==> config.mk <==
export PLATFORM = sky130hd
export DESIGN_NAME = grain128a_ctrl
export DESIGN_NICKNAME = d
export VERILOG_FILES = /design/src/rtl/grain128a_ctrl_pkg.sv /design/src/rtl/grain128a_ctrl_pack.sv /design/src/rtl/grain128a_ctrl.sv
export SDC_FILE = /design/constraint.sdc
export NUM_CORES = 1
export LEC_CHECK = 0
export CAP_MARGIN = 30
export CORE_MARGIN = 2
export CORE_UTILIZATION = 40
export CTS_CLUSTER_SIZE = 16
export DETAILED_ROUTE_END_ITERATION = 10
export SETUP_SLACK_MARGIN = 0.1
export SLEW_MARGIN = 10
export SYNTH_ARGS = -nofsm -noshare
export SYNTH_HDL_FRONTEND = slang
export SYNTH_SLANG_ARGS = --single-unit
==> constraint.sdc <==
create_clock -name CLK_I -period 2.4 [get_ports CLK_I]
set_input_delay 0.48 -clock CLK_I [delete_from_list [all_inputs] [get_ports CLK_I]]
set_output_delay 0.48 -clock CLK_I [all_outputs]
set_load 0.02 [all_outputs]
==> src/rtl/grain128a_ctrl_pkg.sv <==
// Shared state encoding and load-protocol lengths for the grain128a sequencer.
package grain128a_ctrl_pkg;

  localparam int KEY_BITS = 128;
  localparam int IV_BITS  = 96;

  typedef enum logic [2:0] {
    IDLE  = 3'd0,
    INIT  = 3'd1,
    KEYIV = 3'd2,
    KEY   = 3'd3,
    RUN   = 3'd4,
    DRAIN = 3'd5
  } state_t;

endpackage

==> src/rtl/grain128a_ctrl_pack.sv <==
// Keystream bit packer plus one-word holding register with a valid/ready output.
// Bits enter LSB-side, so the first keystream bit of a word ends up in its MSB.
module grain128a_ctrl_pack #(
  parameter int WORD_W = 32
) (
  input  logic              clk,
  input  logic              rst_n,
  input  logic              en,
  input  logic              clear,
  input  logic              shift_en,
  input  logic              shift_bit,
  input  logic              word_ready,
  output logic [WORD_W-1:0] word,
  output logic              word_valid,
  output logic              pack_full,
  output logic              issue
);

  localparam int CNT_W = $clog2(WORD_W) + 1;

  logic [CNT_W-1:0]  bit_cnt;
  logic [WORD_W-1:0] pack_q;

  assign pack_full = (bit_cnt == CNT_W'(WORD_W));
  assign issue     = en & ~clear & pack_full & (~word_valid | word_ready);

  // A full pack moves into the holding register as soon as that register is free
  // (or is being emptied by a handshake on the same enabled cycle).
  always_ff @(posedge clk or negedge rst_n) begin
    if (!rst_n) begin
      pack_q     <= '0;
      bit_cnt    <= '0;
      word       <= '0;
      word_valid <= 1'b0;
    end else if (en) begin
      if (clear) begin
        pack_q     <= '0;
        bit_cnt    <= '0;
        word       <= '0;
        word_valid <= 1'b0;
      end else begin
        if (issue) begin
          word       <= pack_q;
          word_valid <= 1'b1;
          bit_cnt    <= '0;
        end else if (word_valid && word_ready) begin
          word_valid <= 1'b0;
        end
        if (shift_en && !pack_full) begin
          pack_q  <= {pack_q[WORD_W-2:0], shift_bit};
          bit_cnt <= bit_cnt + CNT_W'(1);
        end
      end
    end
  end

endmodule

==> src/rtl/grain128a_ctrl.sv <==
// Sequencer for one grain128a core: serial key/IV load, keystream word packing, backpressure.
// Optional build macro GRAIN128A_CTRL_ABORT_EN adds an ABORT_I session-abort input.
module grain128a_ctrl
  import grain128a_ctrl_pkg::*;
#(
  parameter int WORD_W = 32,
  parameter int LEN_W  = 16
) (
  input  logic                CLK_I,
  input  logic                ARESETN_I,
  input  logic                CLKEN_I,
`ifdef GRAIN128A_CTRL_ABORT_EN
  input  logic                ABORT_I,
`endif
  input  logic                LOAD_VALID_I,
  output logic                LOAD_READY_O,
  input  logic [KEY_BITS-1:0] KEY_I,
  input  logic [IV_BITS-1:0]  IV_I,
  input  logic [LEN_W-1:0]    LEN_I,
  output logic [WORD_W-1:0]   WORD_O,
  output logic                WORD_VALID_O,
  input  logic                WORD_READY_I,
  output logic                BUSY_O,
  output logic                DONE_O,
  output logic                CORE_CLKEN_O,
  output logic                CORE_INIT_O,
  output logic                CORE_KEY_O,
  output logic                CORE_IV_O,
  input  logic                CORE_KS_I,
  input  logic                CORE_KS_VALID_I
);

  state_t              state;
  logic [KEY_BITS-1:0] key_sr;
  logic [IV_BITS-1:0]  iv_sr;
  logic [LEN_W-1:0]    len_q;
  logic [LEN_W-1:0]    word_cnt;
  logic [6:0]          bit_idx;
  logic                abort_now;
  logic                pack_full;
  logic                issue;
  logic                done_now;

`ifdef GRAIN128A_CTRL_ABORT_EN
  assign abort_now = CLKEN_I & ABORT_I & (state != IDLE);
`else
  assign abort_now = 1'b0;
`endif

  grain128a_ctrl_pack #(.WORD_W(WORD_W)) u_pack (
    .clk        (CLK_I),
    .rst_n      (ARESETN_I),
    .en         (CLKEN_I),
    .clear      (abort_now),
    .shift_en   ((state == RUN) & CORE_KS_VALID_I),
    .shift_bit  (CORE_KS_I),
    .word_ready (WORD_READY_I),
    .word       (WORD_O),
    .word_valid (WORD_VALID_O),
    .pack_full  (pack_full),
    .issue      (issue)
  );

  // DRAIN finishes on the cycle the last word is taken, or at once if nothing is pending.
  assign done_now     = (state == DRAIN) & CLKEN_I & ~abort_now & (~WORD_VALID_O | WORD_READY_I);
  assign DONE_O       = done_now;
  assign LOAD_READY_O = (state == IDLE);
  assign BUSY_O       = (state != IDLE);
  assign CORE_INIT_O  = (state == INIT);
  assign CORE_KEY_O   = ((state == KEYIV) | (state == KEY)) & key_sr[KEY_BITS-1];
  assign CORE_IV_O    = (state == KEYIV) & iv_sr[IV_BITS-1];

  // The core only runs while its next bit has somewhere to go; pack_full is registered,
  // so the consumer's ready never reaches the core enable combinationally.
  assign CORE_CLKEN_O = CLKEN_I & ~abort_now &
                        ((state == INIT) | (state == KEYIV) | (state == KEY) |
                         ((state == RUN) & ~pack_full));

  always_ff @(posedge CLK_I or negedge ARESETN_I) begin
    if (!ARESETN_I) begin
      state    <= IDLE;
      key_sr   <= '0;
      iv_sr    <= '0;
      len_q    <= '0;
      word_cnt <= '0;
      bit_idx  <= '0;
    end else if (CLKEN_I) begin
      if (abort_now) begin
        state <= IDLE;
      end else begin
        case (state)
          IDLE: begin
            if (LOAD_VALID_I) begin
              key_sr   <= KEY_I;
              iv_sr    <= IV_I;
              len_q    <= LEN_I;
              word_cnt <= '0;
              bit_idx  <= '0;
              state    <= INIT;
            end
          end
          INIT: state <= KEYIV;
          KEYIV: begin
            key_sr  <= {key_sr[KEY_BITS-2:0], 1'b0};
            iv_sr   <= {iv_sr[IV_BITS-2:0], 1'b0};
            bit_idx <= bit_idx + 7'd1;
            if (bit_idx == 7'd95) state <= KEY;
          end
          KEY: begin
            key_sr  <= {key_sr[KEY_BITS-2:0], 1'b0};
            bit_idx <= bit_idx + 7'd1;
            if (bit_idx == 7'd127) state <= (len_q == '0) ? DRAIN : RUN;
          end
          RUN: begin
            if (issue) begin
              word_cnt <= word_cnt + LEN_W'(1);
              if (word_cnt == len_q - LEN_W'(1)) state <= DRAIN;
            end
          end
          DRAIN: if (done_now) state <= IDLE;
          default: state <= IDLE;
        endcase
      end
    end
  end

endmodule

# [Word level (Yosys, flattened, before mapping)]
# Cells that the tools add are included.
[totals] register_bits=337 in_bits=247 out_inout_bits=40 word_cells=87
[classes] n_addsub=4 n_eq_ne=15 mux=21 bitwise_logic=16 n_reduce_logical=21
[op_table] op="$pmux 128 s2" n=1
[op_table] op="$pmux 96 s2" n=1
[op_table] op="$mux 128" n=1
[op_table] op="$mux 96" n=1
[op_table] op="$mux 16" n=2
[op_table] op="$pmux 16 s2" n=1
[op_table] op="$mux 3" n=6
[op_table] op="$pmux 3 s6" n=1
[op_table] op="$add 16x1->16 const B" n=1
[op_table] op="$eq 16x16->1" n=1
[op_table] op="$logic_not 16->1" n=1
[op_table] op="$sub 16x1->16 const B" n=1
[op_table] op="$eq 7x7->1 const B" n=2
[op_table] op="$pmux 7 s2" n=1
[op_table] op="$mux 6" n=2
[op_table] op="$reduce_bool 2->1" n=5
[op_table] op="$and 1x1->1" n=9
[op_table] op="$reduce_and 3->1" n=3
[op_table] op="$reduce_and 2->1" n=4
[op_table] op="$add 7x1->7 const B" n=1
[op_table] op="$mux 7" n=1
[op_table] op="$reduce_and 7->1" n=1
[op_table] op="$add 6x1->6 const B" n=1
[op_table] op="$eq 3x2->1 const B" n=2
[op_table] op="other kinds (14)" n=27

# [Longest topological paths before layout]
[logic_depth] word_depth=5 depth_mapped=10 ltp_nobuf=8

# [By module]
# From an unflattened synthesis, not the netlist that was laid out.
[hier_totals] hier_cells=1542 hier_area_um2=16095.4
[modules_own_cells] mod="grain128a_ctrl" n_inst=1 cells_per_inst=1239 area_per_inst_um2=12715.9 seq_area_each_um2=6656.4
[modules_own_cells] mod="grain128a_ctrl_pack" n_inst=1 cells_per_inst=303 area_per_inst_um2=3379.5 seq_area_each_um2=1776.7

# [Worst setup path before layout]
# No wires, ideal clock.
[synth_timing] path_kind="flip-flop to output port" start="reg state[2]" end="out CORE_IV_O" arrival_time_ps=1692 required_ps=1920 path_slack_ps=228 path_stages_with_launch=7 path_buffers=3 cell_sequence="dfrtp_1 nand2b_1 clkbuf_1 nor2_1 buf_2 buf_2 and2_1"
[synth_via] elab_chain_len=2
[synth_rtl] item="from (decl)" line="grain128a_ctrl.sv:33" text="state_t state;"
[synth_rtl] item="from (signal assigned)" line="grain128a_ctrl.sv:112" text="if (bit_idx == 7'd127) state <= (len_q == '0) ? DRAIN : RUN;"
[synth_rtl] item="$eq 3x2->1" line="grain128a_ctrl.sv:71" text="assign CORE_IV_O = (state == KEYIV) & iv_sr[IV_BITS-1];"
[synth_rtl] item="$and 1x1->1" line="grain128a_ctrl.sv:71"
[synth_rtl] item="to (decl)" line="grain128a_ctrl.sv:28" text="output logic CORE_IV_O,"
# Every way passes these cells.

# [Final worst setup path]
[layout_timing] start="reg u_pack.bit_cnt[3]" end="out CORE_CLKEN_O"
[layout_via] elab_chain_len=5
[layout_rtl] item="from (decl)" line="grain128a_ctrl_pack.sv:21" text="logic [CNT_W-1:0] bit_cnt;"
[layout_rtl] item="from (signal assigned)" line="grain128a_ctrl_pack.sv:51" text="bit_cnt <= bit_cnt + CNT_W'(1);"
[layout_rtl] item="$eq 6x6->1" line="grain128a_ctrl_pack.sv:24" text="assign pack_full = (bit_cnt == CNT_W'(WORD_W));"
[layout_rtl] item="$not 1->1" line="grain128a_ctrl.sv:77" text="((state == RUN) & ~pack_full));"
[layout_rtl] item="$and 1x1->1" line="grain128a_ctrl.sv:77"
[layout_rtl] item="$or 1x1->1" line="grain128a_ctrl.sv:76" text="((state == INIT) | (state == KEYIV) | (state == KEY) |"
[layout_rtl] item="$and 1x1->1" line="grain128a_ctrl.sv:75" text="assign CORE_CLKEN_O = CLKEN_I & ~abort_now &"
[layout_rtl] item="to (decl)" line="grain128a_ctrl.sv:25" text="output logic CORE_CLKEN_O,"
# Every way passes these cells.

==> results.md <==
- After detailed routing, no signal wire sits above met5.
- The layout net count is 2021.
- The terminus of the critical flop-to-flop path is state[0].
- The routed wire length on met3 is 3.08 mm.
- Synthesis produced a netlist with a net count of 1723.
- For this run, the register share of the synthesized area comes to 55.0%.
- The family with the most delay on the worst path is simple AND/OR/NAND/NOR gates.
- The number of instances in the synthesized netlist is 1471.
- The clock buffer count from CTS is 39.
- The maximum level of the CTS H-tree is 2.
- At the worst endpoint, the arrival time is 1.93 ns.
- The dominant combinational cell family by area after synthesis is multiplexers.
- The least setup slack across all paths after layout is -0.00656 ns.
- Tracing the worst setup path back leads to its startpoint at u_pack.bit_cnt[3].
- Walking the worst path, the cells encountered are nor4b_2 > and2_1 > nand2b_4 > nand2_2 > and3_4 > buf_6.
- Wires add up to 36.3 mm.
- The first global-routing pass estimated 59.3 mm of wire.
- Detailed routing placed a total of 15.7 mm of wire on met2.
- Summing the areas of all and, or, nand and nor instances in the mapped netlist gives 12.6% of the synthesized area.
- The net switching power is 7.36 mW.
- The reg-to-reg critical path startpoint is len_q[3].
- Clock-pin slew was measured on the worst setup and hold paths at 0.06 ns.
- Measured along the x axis, the die boundary spans 200 um.
- The fraction of power consumed by the clock network is 27.9%.
- The final reports fail on negative setup slack.
- In the final routed layout, each cell accounts on average for 15.7 um.
- In the final layout, the share of cells above drive strength 1 is 11.2%.
- After detailed routing, the wire length on met1 is 16.9 mm.
- The height of the die is 200 um.
- The congestion estimate from routability-driven global placement came to 0.767.
- Setup slack on the worst reg-to-reg path comes out at 0.14 ns.
- The number of hold violations in the final report is 0.
- The number of global-route vias before repair is 11400.
- The number of rows in the core area is 71.
- The die outline area is 0.0399 mm^2.
- The clock tree from TritonCTS is yes.
- The part of the total power dissipated in sequential elements is 39.0%.
- Once detailed placement completed, the half-perimeter wirelength came to 25.1 mm.
- The netlist uses 52 different library cells.
- The flow ran to the end, but the final reports show violations.
- The floorplan step defined a core boundary enclosing 0.0378 mm^2.
- Based on the critical path, the design can be clocked at up to 416 MHz.
- Dividing total power by cell area gives a power density of 1090 mW/mm^2.
- The number of search-and-repair iterations in the first detailed-routing pass is 4.
- The buffering stage count on the worst path with inverters included is 1.
- STA classifies the critical path endpoint as an output port.
- The pre-CTS setup slack is -0.0796 ns.
- The critical path is of the flop to output port type.
- The worst hold path belongs to the class primary input to async pin.
- The final clock period utilization by the worst path is 100%.
- Counting tap cells, the placed design contains a total of 2232 instances.
- The mapped netlist covers 0.0153 mm^2.
- For this run, design rule violations remaining after detail routing come to 0.
- The count of antenna-violating nets left after detailed routing is 0.
- 287 I/O pins were placed.
- The clock passes through at most 3 buffers.
- The tool flagged a number of max-cap violations equal to 0.
- On the worst path, the slowest cell contributes a delay of 0.39 ns.
- The cell depth of the worst setup path is 6.
- The worst reg-to-reg path cell count is 6.
- Synthesis inferred 337 register bits.
- The max-slew violation count is 0.
- CTS placed an instance of clkbuf_16 at the clock tree root.
- The launching element type of the critical path is a flop.
- The mean number of vias per cell is 4.86.
- Yosys mapped a number of flops with a built-in enable equal to 0.
- The initial utilization of the core area, before any placement, comes to 40.6%.
- The share of flip-flops with an asynchronous set or reset after synthesis is 100%.
- The Yosys warning count is 0.
- The largest net degree at the start of global routing is 128.
- For this run, the total global-route usage over all layers was measured as 18.5%.
- The worst vdd rail ir drop is 884 uV.
- At the pin with the least slew margin, the transition time is 0.932 ns.
- The clock period minus worst slack is 2.41 ns.
- The adder-cell share of the synthesized area is 0.408%.
- Setup repair after global routing could not meet its margin everywhere.
- The initial antenna violation count was 4.
- The largest fanout of any net on the critical path is 2.
- The xor/xnor cell area share of the yosys netlist is 2.34%.
- The internal power consumption is 15.1 mW.
- The most critical setup path has its endpoint at CORE_CLKEN_O.
- The clock skew is 0.0107 ns.
- For this run, the number of standard cells in the final layout without fillers is 2310.
- Setup violations remaining at the end of the flow were counted as 1.
- The total overflow left after global routing is 0.
- The multiplexer share of the synthesized area is 18.1%.
- The growth of design area from synthesis to finish is 34.5%.
- The headroom to the max-slew limit is 37.8%.
- For this design, the sink count on the clock tree is 337.
- In this run, the combinational gates consume 33.1% of the power.
- The standby leakage power is 9.60 nW.
- Buffers placed on the I/O ports in this run total 286.
- The most frequently used flop master after synthesis is dfrtp_1.
- The detailed router placed 11200 vias in this run.
- The average instance in the mapped netlist occupies 10.4 um^2.
- The number of DRC markers after the initial detailed-route iteration is 500.
- The switching share of power is 32.8%.
- For this design, the slowest cell found on the critical path is dfrtp_1.
- The endpoint required time on the critical path is 1.92 ns.
- Summing the areas of all compound-gate instances in the mapped netlist gives 8.89% of the synthesized area.
- The clock network latency to the later pin of the worst-skew pair is 0.54 ns.
==> layout make-up <==
class                      count  area (um^2)
clock inverter                 8          151
inverter                       9         33.8
clock buffer                  62         1210
sequential                   337         8440
multi-input combinational   1032         6580
antenna                        1         2.50
timing repair buffer         350         3580
fill                        3314        17100
tap                          511          639
==> power groups by stage <==
stage          logic (mW)  clock network (mW)  registers (mW)
2_1_floorplan        5.38                   0            8.54
3_3_place_gp         7.26                   0            8.80
3_5_place_dp         7.46                   0            8.86
4_1_cts              7.46                6.43            8.79
5_1_grt              8.48                6.66            9.04
6_report             7.44                6.26            8.76
==> worst reg2reg max path, stage by stage (launching register included) <==
cell     delay, ns
dfrtp_1       0.40
or4_4         0.56
or4_4         0.45
o21ba_4       0.25
a31oi_4       0.09
nor4_2        0.25
a31o_1        0.18
==> cell usage in the layout (no fill, tap or decap), drive strengths merged, types with 3 or more instances in the layout <==
cell type / synthesis / layout
nor4: 4 / 4
nor3: 5 / 5
xor2: 28 / 28
nor2: 35 / 35
mux2: 47 / 47
nand2b: 4 / 4
nand4: 8 / 8
inv: 8 / 9
and3: 4 / 4
xnor2: 13 / 13
clkdlybuf4s50: 0 / 278
o21ai: 240 / 240
and2: 7 / 7
nand2: 348 / 348
and4: 4 / 4
nor2b: 8 / 8
dfrtp: 337 / 337
a21oi: 5 / 5
mux2i: 224 / 224
bufinv: 0 / 4
clkbuf: 73 / 64
buf: 20 / 65
clkdlybuf4s15: 0 / 3
ha: 5 / 5
nand3: 13 / 13
or4: 3 / 3
==> how the worst min path moves through the flow <==
stage,startpoint,slack [ns],cells past startpoint,end
2_1_floorplan,ARESETN_I,0.18,0,bit_idx[0]
3_3_place_gp,ARESETN_I,0.43,1,key_sr[31]
3_5_place_dp,ARESETN_I,0.43,1,key_sr[31]
4_1_cts,ARESETN_I,0.45,2,key_sr[31]
5_1_grt,CORE_KS_I,0.45,3,u_pack.pack_q[0]
6_report,ARESETN_I,0.46,2,key_sr[31]
==> logic make-up after synthesis <==
logic type                 after synthesis
DFF                                    337
muxes                                  271
AOI/OAI and AO/OA                      261
and+or+nand+nor                        454
xor gates and xnor gates                41
buffers and inverters                  102
adders and majority gates                5
==> flip-flops by register name (all words and copies together) (netlist names) <==
signal             cells
u_pack.bit_cnt         6
u_pack.word           32
u_pack.word_valid      1
state                  3
u_pack.pack_q         32
key_sr               128
word_cnt              16
bit_idx                7
iv_sr                 96
len_q                 16
==> cells in the mapped netlist, types with 2 or more instances <==
library cell / n / share of area [%]
a21oi_1: 5 / 0.16
a22o_1: 2 / 0.11
a31oi_1: 2 / 0.082
and2_1: 7 / 0.29
and3_1: 4 / 0.16
and4_1: 4 / 0.23
buf_1: 3 / 0.073
buf_2: 17 / 0.55
clkbuf_1: 71 / 1.7
dfrtp_1: 337 / 55
ha_1: 5 / 0.41
inv_1: 8 / 0.20
mux2_2: 47 / 3.5
mux2i_1: 224 / 15
nand2_1: 348 / 8.5
nand2b_1: 4 / 0.16
nand3_1: 13 / 0.42
nand4_1: 8 / 0.33
nor2_1: 35 / 0.86
nor2b_1: 8 / 0.33
nor3_1: 5 / 0.16
nor3b_1: 2 / 0.098
nor4_1: 2 / 0.082
nor4_2: 2 / 0.16
o21ai_0: 240 / 7.8
or3_1: 2 / 0.082
or4_4: 2 / 0.15
xnor2_1: 13 / 0.74
xor2_1: 28 / 1.6
==> routing by layer <==
layer,track usage [%],vias up
met4,4.03,6
met2,28.1,260
met3,6.32,49
met1,25.7,5285
li1,-,5630
met5,0,-
==> stage by stage <==
step | setup TNS, ns | power [mW] | util [%] | instance area (um^2) | hold WS (ns)
2_1_floorplan | 0 | 13.9 | - | 15300 | 0.184
3_3_place_gp | -0.323 | 16.1 | 50.8 | 19200 | 0.431
3_5_place_dp | -0.437 | 16.3 | 50.8 | 19200 | 0.432
4_1_cts | -0.0802 | 22.7 | 54.5 | 20600 | 0.451
5_1_grt | -0.113 | 24.2 | 54.7 | 20600 | 0.453
6_report | -0.00656 | 22.5 | 54.7 | 20600 | 0.464
==> repair_timing <==
action | 4_1_cts | 5_1_grt
cloned | 0 | 0
setup buffers | 2 | 4
gates resized for setup | 23 | 12
hold buffers | 1 | 0
endpoints found under the setup margin | 8 | 6
pin swaps | 3 | 7
endpoints found under the hold margin | 36 | 0
No activity file was read; power rests on OpenSTA's default activity.
